==> src/rtl/rx_ctrl_pkg.sv <==
// Shared types and helpers for the receive-side rate-change sequencer.
// The optional timeout path is enabled with RX_RATE_TIMEOUT_EN (see rx_rate_ctrl).
package rx_ctrl_pkg;

    typedef enum logic [2:0] {
        IDLE     = 3'd0,
        DRAIN    = 3'd1,
        WAIT_PHY = 3'd2,
        SETTLE   = 3'd3
    } rx_state_e;

    typedef enum logic [2:0] {
        GEN1 = 3'd1,
        GEN2 = 3'd2,
        GEN3 = 3'd3,
        GEN4 = 3'd4,
        GEN5 = 3'd5
    } gen_e;

    localparam logic [2:0] GEN_MIN   = GEN1;
    localparam logic [2:0] GEN_MAX   = GEN5;
    localparam int         MAX_LANES = 16;

    function automatic logic gen_legal(input logic [2:0] g);
        return (g >= GEN_MIN) && (g <= GEN_MAX);
    endfunction

    // A lane count of zero still keeps lane 0 alive.
    function automatic logic [MAX_LANES-1:0] lane_mask(input logic [4:0] n);
        logic [MAX_LANES-1:0] m;
        if (n == 5'd0)
            m = MAX_LANES'(1);
        else if (n >= 5'(MAX_LANES))
            m = '1;
        else
            m = (MAX_LANES'(1) << n) - MAX_LANES'(1);
        return m;
    endfunction

endpackage

==> src/rtl/rx_lane_status_tracker.sv <==
// Active-lane mask and sticky per-lane PhyStatus capture.
// all_done already includes the current cycle's PhyStatus.
module rx_lane_status_tracker
    import rx_ctrl_pkg::*;
(
    input  logic                 clk,
    input  logic                 reset,
    input  logic                 load_mask,
    input  logic [4:0]           lane_count,
    input  logic                 clear,
    input  logic                 capture,
    input  logic [MAX_LANES-1:0] phy_status,
    output logic [MAX_LANES-1:0] active,
    output logic                 all_done
);

    logic [MAX_LANES-1:0] sticky;
    logic [MAX_LANES-1:0] sticky_next;

    assign sticky_next = sticky | (phy_status & active);
    assign all_done    = capture && (sticky_next == active);

    always_ff @(posedge clk) begin
        if (!reset) begin
            active <= '0;
            sticky <= '0;
        end else begin
            if (load_mask)
                active <= lane_mask(lane_count);
            if (clear)
                sticky <= '0;
            else if (capture)
                sticky <= sticky_next;
        end
    end

endmodule

==> src/rtl/rx_rate_ctrl.sv <==
// Rate-change sequencer: hold and drain the rx datapath, switch GEN, wait for PhyStatus and RxValid.
// Define RX_RATE_TIMEOUT_EN to add the WAIT_PHY/SETTLE timeout with GEN revert.
//
// state    | meaning
// IDLE     | ready for a request, datapath released
// DRAIN    | datapath held, pipeline draining before GEN switch
// WAIT_PHY | new GEN applied, collecting PhyStatus from active lanes
// SETTLE   | waiting for consecutive all-lanes RxValid cycles
module rx_rate_ctrl
    import rx_ctrl_pkg::*;
#(
    parameter int INIT_GEN       = 1,
    parameter int DRAIN_CYCLES   = 4,
    parameter int SETTLE_CYCLES  = 8,
    parameter int TIMEOUT_CYCLES = 1023
)(
    input  logic                 clk,
    input  logic                 reset,
    input  logic                 req_valid,
    output logic                 req_ready,
    input  logic [2:0]           target_gen,
    input  logic [4:0]           numberOfDetectedLanes,
    input  logic [MAX_LANES-1:0] PhyStatus,
    input  logic [MAX_LANES-1:0] RxValid,
    output logic [2:0]           cur_gen,
    output logic                 datapath_hold,
    output logic                 lmc_flush,
    output logic                 done,
    output logic                 err,
    output logic [2:0]           state
);

    localparam logic [7:0] DRAIN_LAST  = 8'(DRAIN_CYCLES - 1);
    localparam logic [7:0] SETTLE_DONE = 8'(SETTLE_CYCLES);

    if (INIT_GEN < 1 || INIT_GEN > 5 || DRAIN_CYCLES < 1 || DRAIN_CYCLES > 15 ||
        SETTLE_CYCLES < 1 || SETTLE_CYCLES > 255 || TIMEOUT_CYCLES < 1) begin : g_bad_params
        $error("rx_rate_ctrl: parameter out of range");
    end

`ifdef RX_RATE_TIMEOUT_EN
    localparam int               TMO_W    = $clog2(TIMEOUT_CYCLES + 1);
    localparam logic [TMO_W-1:0] TMO_LAST = TMO_W'(TIMEOUT_CYCLES - 1);
    logic [TMO_W-1:0] tmo_q, tmo_d;
`endif

    rx_state_e            state_q, state_d;
    logic [7:0]           cnt_q, cnt_d;
    logic [2:0]           target_q, target_d;
    logic [2:0]           old_gen_q, old_gen_d;
    logic [2:0]           gen_q, gen_d;
    logic                 ready_q, hold_q, flush_q, done_q, err_q;
    logic                 done_d, err_d;
    logic                 accept, trk_clear, phy_all, all_valid;
    logic [MAX_LANES-1:0] active;

    assign accept    = req_valid && ready_q;
    assign all_valid = (RxValid & active) == active;

    rx_lane_status_tracker u_lanes (
        .clk        (clk),
        .reset      (reset),
        .load_mask  (accept),
        .lane_count (numberOfDetectedLanes),
        .clear      (trk_clear),
        .capture    (state_q == WAIT_PHY),
        .phy_status (PhyStatus),
        .active     (active),
        .all_done   (phy_all)
    );

    always_comb begin
        state_d   = state_q;
        cnt_d     = cnt_q;
        target_d  = target_q;
        old_gen_d = old_gen_q;
        gen_d     = gen_q;
        done_d    = 1'b0;
        err_d     = 1'b0;
        trk_clear = 1'b0;
`ifdef RX_RATE_TIMEOUT_EN
        tmo_d     = tmo_q;
`endif
        case (state_q)
            IDLE: begin
                if (accept) begin
                    if (!gen_legal(target_gen)) begin
                        err_d = 1'b1;
                    end else if (target_gen == gen_q) begin
                        done_d = 1'b1;
                    end else begin
                        target_d  = target_gen;
                        old_gen_d = gen_q;
                        cnt_d     = '0;
                        state_d   = DRAIN;
                    end
                end
            end
            DRAIN: begin
                if (cnt_q == DRAIN_LAST) begin
                    cnt_d     = '0;
                    gen_d     = target_q;
                    trk_clear = 1'b1;
                    state_d   = WAIT_PHY;
`ifdef RX_RATE_TIMEOUT_EN
                    tmo_d     = '0;
`endif
                end else begin
                    cnt_d = cnt_q + 8'd1;
                end
            end
            WAIT_PHY: begin
                if (phy_all)
                    state_d = SETTLE;
            end
            SETTLE: begin
                if (cnt_q == SETTLE_DONE) begin
                    cnt_d   = '0;
                    done_d  = 1'b1;
                    state_d = IDLE;
                end else if (all_valid) begin
                    cnt_d = cnt_q + 8'd1;
                end else begin
                    cnt_d = '0;
                end
            end
            default: state_d = IDLE;
        endcase
`ifdef RX_RATE_TIMEOUT_EN
        // A completion landing on the timeout cycle wins; done and err stay exclusive.
        if (state_q == WAIT_PHY || state_q == SETTLE) begin
            tmo_d = tmo_q + TMO_W'(1);
            if (tmo_q == TMO_LAST && !done_d) begin
                tmo_d   = '0;
                cnt_d   = '0;
                gen_d   = old_gen_q;
                err_d   = 1'b1;
                state_d = IDLE;
            end
        end
`endif
    end

    always_ff @(posedge clk) begin
        if (!reset) begin
            state_q   <= IDLE;
            cnt_q     <= '0;
            target_q  <= 3'(INIT_GEN);
            old_gen_q <= 3'(INIT_GEN);
            gen_q     <= 3'(INIT_GEN);
            ready_q   <= 1'b1;
            hold_q    <= 1'b0;
            flush_q   <= 1'b0;
            done_q    <= 1'b0;
            err_q     <= 1'b0;
`ifdef RX_RATE_TIMEOUT_EN
            tmo_q     <= '0;
`endif
        end else begin
            state_q   <= state_d;
            cnt_q     <= cnt_d;
            target_q  <= target_d;
            old_gen_q <= old_gen_d;
            gen_q     <= gen_d;
            ready_q   <= (state_d == IDLE);
            hold_q    <= (state_d != IDLE);
            flush_q   <= (state_d == WAIT_PHY);
            done_q    <= done_d;
            err_q     <= err_d;
`ifdef RX_RATE_TIMEOUT_EN
            tmo_q     <= tmo_d;
`endif
        end
    end

    assign req_ready     = ready_q;
    assign datapath_hold = hold_q;
    assign lmc_flush     = flush_q;
    assign done          = done_q;
    assign err           = err_q;
    assign cur_gen       = gen_q;
    assign state         = state_q;

endmodule

==> config.mk <==
export PLATFORM = sky130hd
export DESIGN_NAME = rx_rate_ctrl
export DESIGN_NICKNAME = d
export VERILOG_FILES = /design/src/rtl/rx_ctrl_pkg.sv /design/src/rtl/rx_lane_status_tracker.sv /design/src/rtl/rx_rate_ctrl.sv
export SDC_FILE = /design/constraint.sdc
export NUM_CORES = 1
export LEC_CHECK = 0
export ABC_AREA = 1
export BUFFER_PORTS_ARGS = -buffer_cell sky130_fd_sc_hd__buf_2
export CORE_MARGIN = 3
export CORE_UTILIZATION = 30
export DETAILED_ROUTE_END_ITERATION = 8
export GPL_TIMING_DRIVEN = 0
export PLACE_DENSITY = 0.57
export SLEW_MARGIN = 10
export SYNTH_ARGS = -nofsm -noshare
export SYNTH_HDL_FRONTEND = slang
export SYNTH_HIERARCHICAL = 1
export SYNTH_SLANG_ARGS = --single-unit
==> constraint.sdc <==
create_clock -name clk -period 3.4 [get_ports clk]
set_clock_uncertainty 0.05 [all_clocks]
set_input_delay 0 -clock clk [delete_from_list [all_inputs] [get_ports clk]]
set_output_delay 0 -clock clk [all_outputs]
set_load 0.02 [all_outputs]
==> results by group, run 1 <==
Power
  – Combinational power share: 17.1%
  – Final Power: ~1.4 mW
  – Sw Ratio: between 20 and 30%
  – Pleak: approximately 1.9 nW
  – Seq pwr share: between 50% and 60%
  – Clock power frac: ~33%
  – VDD IR max: about 0.00017 V
  – Sw Pwr: around 0.38 mW
  – Internal power: about 0.98 mW
  – Cell Pwr Density: ~350 nW/um2

Detailed routing
  – Drt first pass iters: 4
  – DRC: 0
  – Vias post-DR: around 3200
  – Antenna Nets Post-Route: 0
  – Vias per Instance: around 4.6
  – DRT Wirelength: 8400 um
  – 1st-iter DRT viols: 112
  – Drt wl/cell: 12.1 um

Setup path
  – Worst Path Arrival: 2.30 ns
  – WS Path Type: flop to flop
  – Top cell by count, worst path: nand2_1
  – Worst-path fanout max: 8
  – Reg2reg path depth: 13
  – CP max stage delay: 0.52 ns
  – Nature of the critical path endpoint: flop
  – Internal reg-to-reg setup slack: 1.27 ns
  – Slowest stage cell, crit path: dfxtp_1
  – RR Endpoint: req_ready
  – Worst reg2reg path startpoint: state[1]
  – Worst setup SP type: flop
  – CP Data Required Time: 3.57 ns
  – CP cell instances: nand3_1, inv_1, o21ai_0, nor2_1, nand2_1, nor2_1, nand2_1, nor2_1, a21oi_2, nand3_2, nand2_1, nand2_1, inv_2

Synthesis
  – Top post-synthesis cells by area: dfxtp_1, nand2_1, inv_1
  – Synth Net Count: around 530
  – Netlist cell types: 42
  – Register bit total from synthesis: 54
  – Post-Syn Area: about 3200 um2
  – Synth Area per Inst: ~6.6 um2
  – Post-synth top area cell: dfxtp_1
  – Synth Warn #: 6
  – Synth top area share: approximately 34%
  – Register area share after synthesis: about 34%
  – Gate count of the mapped netlist: approximately 490

STA
  – Final setup violating endpoints: 0
  – RSZ-0062 raised after global routing: no
  – Tcrit/Tclk final: 62.8%
  – Max-slew violations: 0
  – Achievable frequency: 0.469 GHz
  – Actual slew at the worst max-slew pin: 0.571 ns
  – Final Critical Period: 2.13 ns
  – Setup TNS: 0 ns
  – Final Hold Fails: 0
  – Relative slew slack: 61.9%

Global route
  – First-pass GRT wire length: approximately 14000 um
  – Vias in the first global route: about 3000
  – Overall routing resource usage: between 10% and 20%
  – Largest net degree at the start of global routing: 16
  – Initial antenna violation count: 0
  – Overflow after GRT: 0

Hold path
  – Hold Crit Endpoint: u_lanes/sticky[8]
  – Hold Path Class: input pin to flop
  – HP Start: PhyStatus[8]
  – WHS Path Cells: 3

Final layout
  – Nets: 607
  – Fin area: about 4000 um2
  – Antenna diode count: 0
  – Area grow syn2layout: 21.9%
  – Fill count: about 1100
  – Most common cell after layout, fill and taps aside: nand2_1
  – Most frequent cells in the layout: nand2_1, inv_1, buf_2
  – Layout cells sized above 1: a little over a fifth

CTS
  – Reg clk slew, reported paths: ~0.10 ns
  – CTS max path bufs: 2
  – Clock sink total: 54
  – CTS tree: yes
  – Number of buffers created by CTS: 5
  – Post-cts resize count: 0
  – CTS Root Buffer Type: clkbuf_8
  – Clock latency on the worst-skew pair: ~0.31 ns
  – Depth of the CTS H-tree: 2

Floorplanning
  – Die area: 12000 um2
  – Die Span X: roughly 110 um
  – Cell row count: 37
  – Initial Utilization: 31.0%
  – Die Y-Extent: 110 um
  – # IOs: 54
  – Core area: about 10000 um2

Job
  – Max-cap violation count: 0

Placement
  – Placement-stage cell area: about 3600 um2
  – Gpl congestion: just over 0.8
  – Number of port buffers: 52
  – Hpwl dp: approximately 6600 um

Run status
  – Status: finished clean
[power by group through the flow]
stage	clock network, mW	logic, mW	registers [mW]
floorplan	0	0.146	0.691
global placement	0	0.217	0.700
detailed placement	0	0.218	0.700
CTS	0.451	0.233	0.686
global route	0.475	0.262	0.690
finish	0.443	0.232	0.685
[area by class of cell]
class	instances	area [um2]	area share, %
repair buffers	68	420	10.7
multi-input cells	339	1750	44.7
plain buffers	9	57.6	1.47
well taps	136	170	4.34
clock buffers	6	82.6	2.11
flip-flops and latches	54	1080	27.6
clock inverters	1	30.0	0.767
inverters	84	323	8.24
[synthesized netlist by cell type]
cell,count
nor3_1,2
a21oi_2,8
o211ai_1,2
o31ai_1,3
inv_1,74
a211oi_2,6
inv_2,8
o21ai_2,1
nor2_4,2
o211ai_2,1
nand2_4,4
o22ai_1,7
nand2_1,140
nand3_1,33
clkbuf_1,1
o21bai_1,1
nand2_2,4
a2111oi_0,1
nand3_2,3
nor2_1,43
buf_6,1
xnor2_1,1
nor3_4,1
inv_4,1
o21ai_1,6
conb_1,1
clkinv_4,1
xor2_1,4
nand3b_1,1
a211oi_1,6
ha_1,3
a21oi_1,22
buf_4,3
nand4_1,7
nand3_4,1
nor2_2,8
a31oi_1,4
o21ai_0,11
a22oi_2,1
or2_1,1
dfxtp_1,54
buf_2,4
[registers in the layout (all words and copies together) (netlist names)]
| name | flops |
|---|---|
| state | 3 |
| req_ready | 1 |
| done | 1 |
| target_q | 3 |
| u_lanes/sticky | 16 |
| cnt_q | 8 |
| lmc_flush | 1 |
| datapath_hold | 1 |
| u_lanes/active | 16 |
| cur_gen | 3 |
| err | 1 |
[routing by layer]
layer	part of all wire (%)	routed length, um	track usage, %
met1	48	4070	19.7
met4	0.39	33	2.23
met5	0	0	0
met2	46	3900	24.3
met3	4.7	399	2.52
[worst max-delay path by stage]
stage	end	start	cells after the start
floorplan	req_ready	state[1]	13
global placement	req_ready	state[1]	13
detailed placement	req_ready	state[1]	13
CTS	req_ready	state[1]	13
global route	req_ready	state[1]	13
finish	req_ready	state[1]	13
[metrics by stage]
step	instances	util, %	hold slack [ns]	setup WS [ns]
final	697	37.8	0.0152	1.27
after CTS	697	37.8	0.0125	1.28
after global routing	697	37.8	0.0339	1.09
after floorplan	486	-	0.0632	1.61
after global placement	674	35.1	0.215	1.30
after detailed placement	674	35.1	0.230	1.28
[critical path, delay by kind of cell (launching register included)]
kind,cells,cell delay [ns]
flip-flops,1,0.52
AND/OR/NAND/NOR,9,0.94
AO/OA/AOI/OAI,2,0.24
buffers and inverters,2,0.31
[timing repair]
item,in CTS,in global routing
setup buffers,0,0
hold buffers,16,0
hold endpoints to repair,18,0
[cell families (layout without fill, tap and decap cells)]
| family | Yosys count | after routing | synth area share [%] |
|---|---|---|---|
| AO/OA/AOI/OAI | 80 | 80 | 16.9 |
| XOR/XNOR | 5 | 5 | 1.36 |
| adder cells (fa/ha/maj) | 3 | 3 | 1.17 |
| buffers and inverters | 93 | 168 | 11.8 |
| flip-flops | 54 | 54 | 33.6 |
| other | 1 | 1 | 0.117 |
| AND/OR/NAND/NOR | 250 | 250 | 35.0 |
Power figures use the tool's default switching activity.
==> run 2, diff against run 1 <==
Clock period 3.4 ns to 2 ns, I/O delays scaled along.
==> run 2 against run 1 <==
Net effect: hold slack is essentially flat; critical path depth down 4; cell area increased by 0.45%; global-route usage unchanged; sequential share of layout area about the same; die area did not move; first-iteration DRC count is 12% higher; fmax rose by 17%; sequential cell count is the same; via count decreased by 0.31%; critical path type unchanged; sequential power increased by 71%; critical endpoint is now u_lanes/sticky[2]; clock-buffer cell count unchanged.
==> results by group, run 2 (same netlist as run 1, synthesis figures left out) <==
STA
  – Min Hold Slack: 0.0154 ns (was 0.0152 ns)
  – Setup TNS: 0 ns (unchanged)
  – Final setup violating endpoints: 0 (unchanged)
  – Achievable frequency: 0.549 GHz (was 0.469 GHz)
  – Final Hold Fails: 0 (unchanged)
  – RSZ-0062 raised after global routing: no (unchanged)
  – Final Critical Period: 1.82 ns (was 2.13 ns)
  – Max-slew violations: 0 (unchanged)
  – Actual slew at the worst max-slew pin: 0.570 ns (was 0.571 ns)
  – Relative slew slack: 62.0% (was 61.9%)
  – Tcrit/Tclk final: 91.1% (was 62.8%)

Global route
  – Met3 Usage GRT: 2.52% (unchanged)
  – Grt peak-use layer: met2 (unchanged)
  – GR Util met1: 19.7% (unchanged)
  – Largest net degree at the start of global routing: 16 (unchanged)
  – First-pass GRT wire length: 13900 um (unchanged)
  – Overall routing resource usage: 14.5% (unchanged)
  – Overflow after GRT: 0 (unchanged)
  – Vias in the first global route: 2964 (unchanged)
  – Initial antenna violation count: 0 (unchanged)
  – M2 GR Usage: 24.3% (unchanged)

Floorplanning
  – Core area: 10400 um2 (unchanged)
  – Initial Utilization: 31.0% (unchanged)
  – Die Y-Extent: 110 um (unchanged)
  – Die Span X: 110 um (unchanged)
  – # IOs: 54 (unchanged)
  – Die area: 12000 um2 (unchanged)
  – Cell row count: 37 (unchanged)

Power
  – Final Power: 2.31 mW (was 1.36 mW)
  – VDD IR max: 0.000294 V (was 0.000173 V)
  – Cell Pwr Density: 588 nW/um2 (was 347 nW/um2)
  – Pleak: 1.88 nW (about the same)

Setup path
  – Worst setup SP type: flop (unchanged)
  – Crit path max-delay family: simple AND/OR/NAND/NOR gates (unchanged)
  – Worst-path fanout max: 10 (was 8)
  – Worst Path Arrival: 1.95 ns (was 2.30 ns)
  – Nature of the critical path endpoint: flop (unchanged)
  – Slowest stage cell, crit path: dfxtp_1 (unchanged)
  – CP Data Required Time: 2.12 ns (was 3.57 ns)
  – Reg2reg path depth: 9 (was 13)
  – CP cell instances: ha_2, nand3_1, nor2_1, nand2_2, inv_1, or2_1, clkbuf_4, buf_6, a211oi_2 (was nand3_1, inv_1, o21ai_0, nor2_1, nand2_1, nor2_1, nand2_1, nor2_1, a21oi_2, nand3_2, nand2_1, nand2_1, inv_2)
  – CP max stage delay: 0.38 ns (was 0.52 ns)
  – WP buf/inv: 3 (was 2)
  – WP depth: 9 (was 13)
  – WS Path Type: flop to flop (unchanged)

Final layout
  – Most frequent cells in the layout: nand2_1, inv_1, buf_2 (unchanged)
  – Antenna diode count: 0 (unchanged)
  – Post-layout util: 37.9% (was 37.8%)
  – Most common cell after layout, fill and taps aside: nand2_1 (unchanged)
  – Area grow syn2layout: 22.4% (was 21.9%)
  – Layout cells sized above 1: 22.1% (was 20.9%)
  – Largest registers: u_lanes/active: 16 flops, u_lanes/sticky: 16 flops, cnt_q: 8 flops (unchanged)
  – Nets: 607 (unchanged)

Hold path
  – WHS Path Cells: 3 (unchanged)
  – Hold Path Class: input pin to flop (unchanged)

Detailed routing
  – DRT Wirelength: 8320 um (was 8400 um)
  – Vias per Instance: 4.59 (was 4.60)
  – Drt wl/cell: 11.9 um (was 12.1 um)
  – DRC: 0 (unchanged)
  – Vias post-DR: 3196 (was 3206)
  – Antenna Nets Post-Route: 0 (unchanged)
  – Drt first pass iters: 4 (unchanged)
  – 1st-iter DRT viols: 125 (was 112)

CTS
  – Reg clk slew, reported paths: 0.10 ns (about the same)
  – Number of buffers created by CTS: 5 (unchanged)
  – Depth of the CTS H-tree: 2 (unchanged)
  – CTS max path bufs: 2 (unchanged)
  – Clock sink total: 54 (unchanged)
  – CTS Root Buffer Type: clkbuf_8 (unchanged)
  – Clock latency on the worst-skew pair: 0.31 ns (about the same)
  – CTS tree: yes (unchanged)
  – Postcts setup bufs: 0 (unchanged)

Run status
  – Status: finished clean (unchanged)

Job
  – Max-cap violation count: 0 (unchanged)

Placement
  – Number of port buffers: 52 (unchanged)
  – Hpwl dp: 6580 um (unchanged)
  – Gpl congestion: 0.828 (unchanged)
run 2: cell type report:
class,instances,area [um2]
inverter,84,323
clock buffer,6,82.6
tap,136,170
multi-input combinational,339,1760
buffer,9,63.8
sequential,54,1080
fill,1126,6430
timing repair buffer,68,420
clock inverter,1,30.0
run 2: power by group:
group          total (mW)  switching, mW  internal [mW]
clock               0.753          0.352          0.401
combinational       0.396          0.235          0.161
sequential           1.17         0.0523           1.11
total                2.31          0.639           1.68
run 2: stage by stage:
step | cell area, um2 | setup slack (ns) | cells
floorplan | 3210 | 0.205 | 486
global placement | 3640 | -0.0971 | 674
detailed placement | 3640 | -0.119 | 674
CTS | 3920 | 0.0130 | 697
global route | 3940 | 0.0374 | 697
finish | 3940 | 0.178 | 697
run 2: final timing paths:
check	from	end	slack [ns]
worst max-delay path	cnt_q[1]	u_lanes/sticky[2]	0.18
worst min-delay path	PhyStatus[8]	u_lanes/sticky[8]	0.02
worst max register to register	cnt_q[1]	u_lanes/sticky[2]	0.18
worst min register to register	target_q[0]	cur_gen[0]	0.43
run 2: worst register-to-register path: cells and delay by family, from the launching register on:
family | cells | cell delay [ns]
DFF | 1 | 0.38
adders and majority gates | 1 | 0.23
buffers and inverters | 3 | 0.50
and+or+nand+nor | 4 | 0.50
AOI/OAI and AO/OA | 1 | 0.05
run 2: repair_timing:
action | in CTS | in global routing
gates resized for setup | 2 | 7
endpoints found under the setup margin | 3 | 12
gates cloned | 0 | 0
hold endpoints to repair | 18 | 0
hold buffers | 16 | 0
run 2: layer usage:
layer	routed length [um]	share of wire, %
met3	429	5.2
met1	3950	47
met2	3900	47
met5	0	0
met4	39	0.47
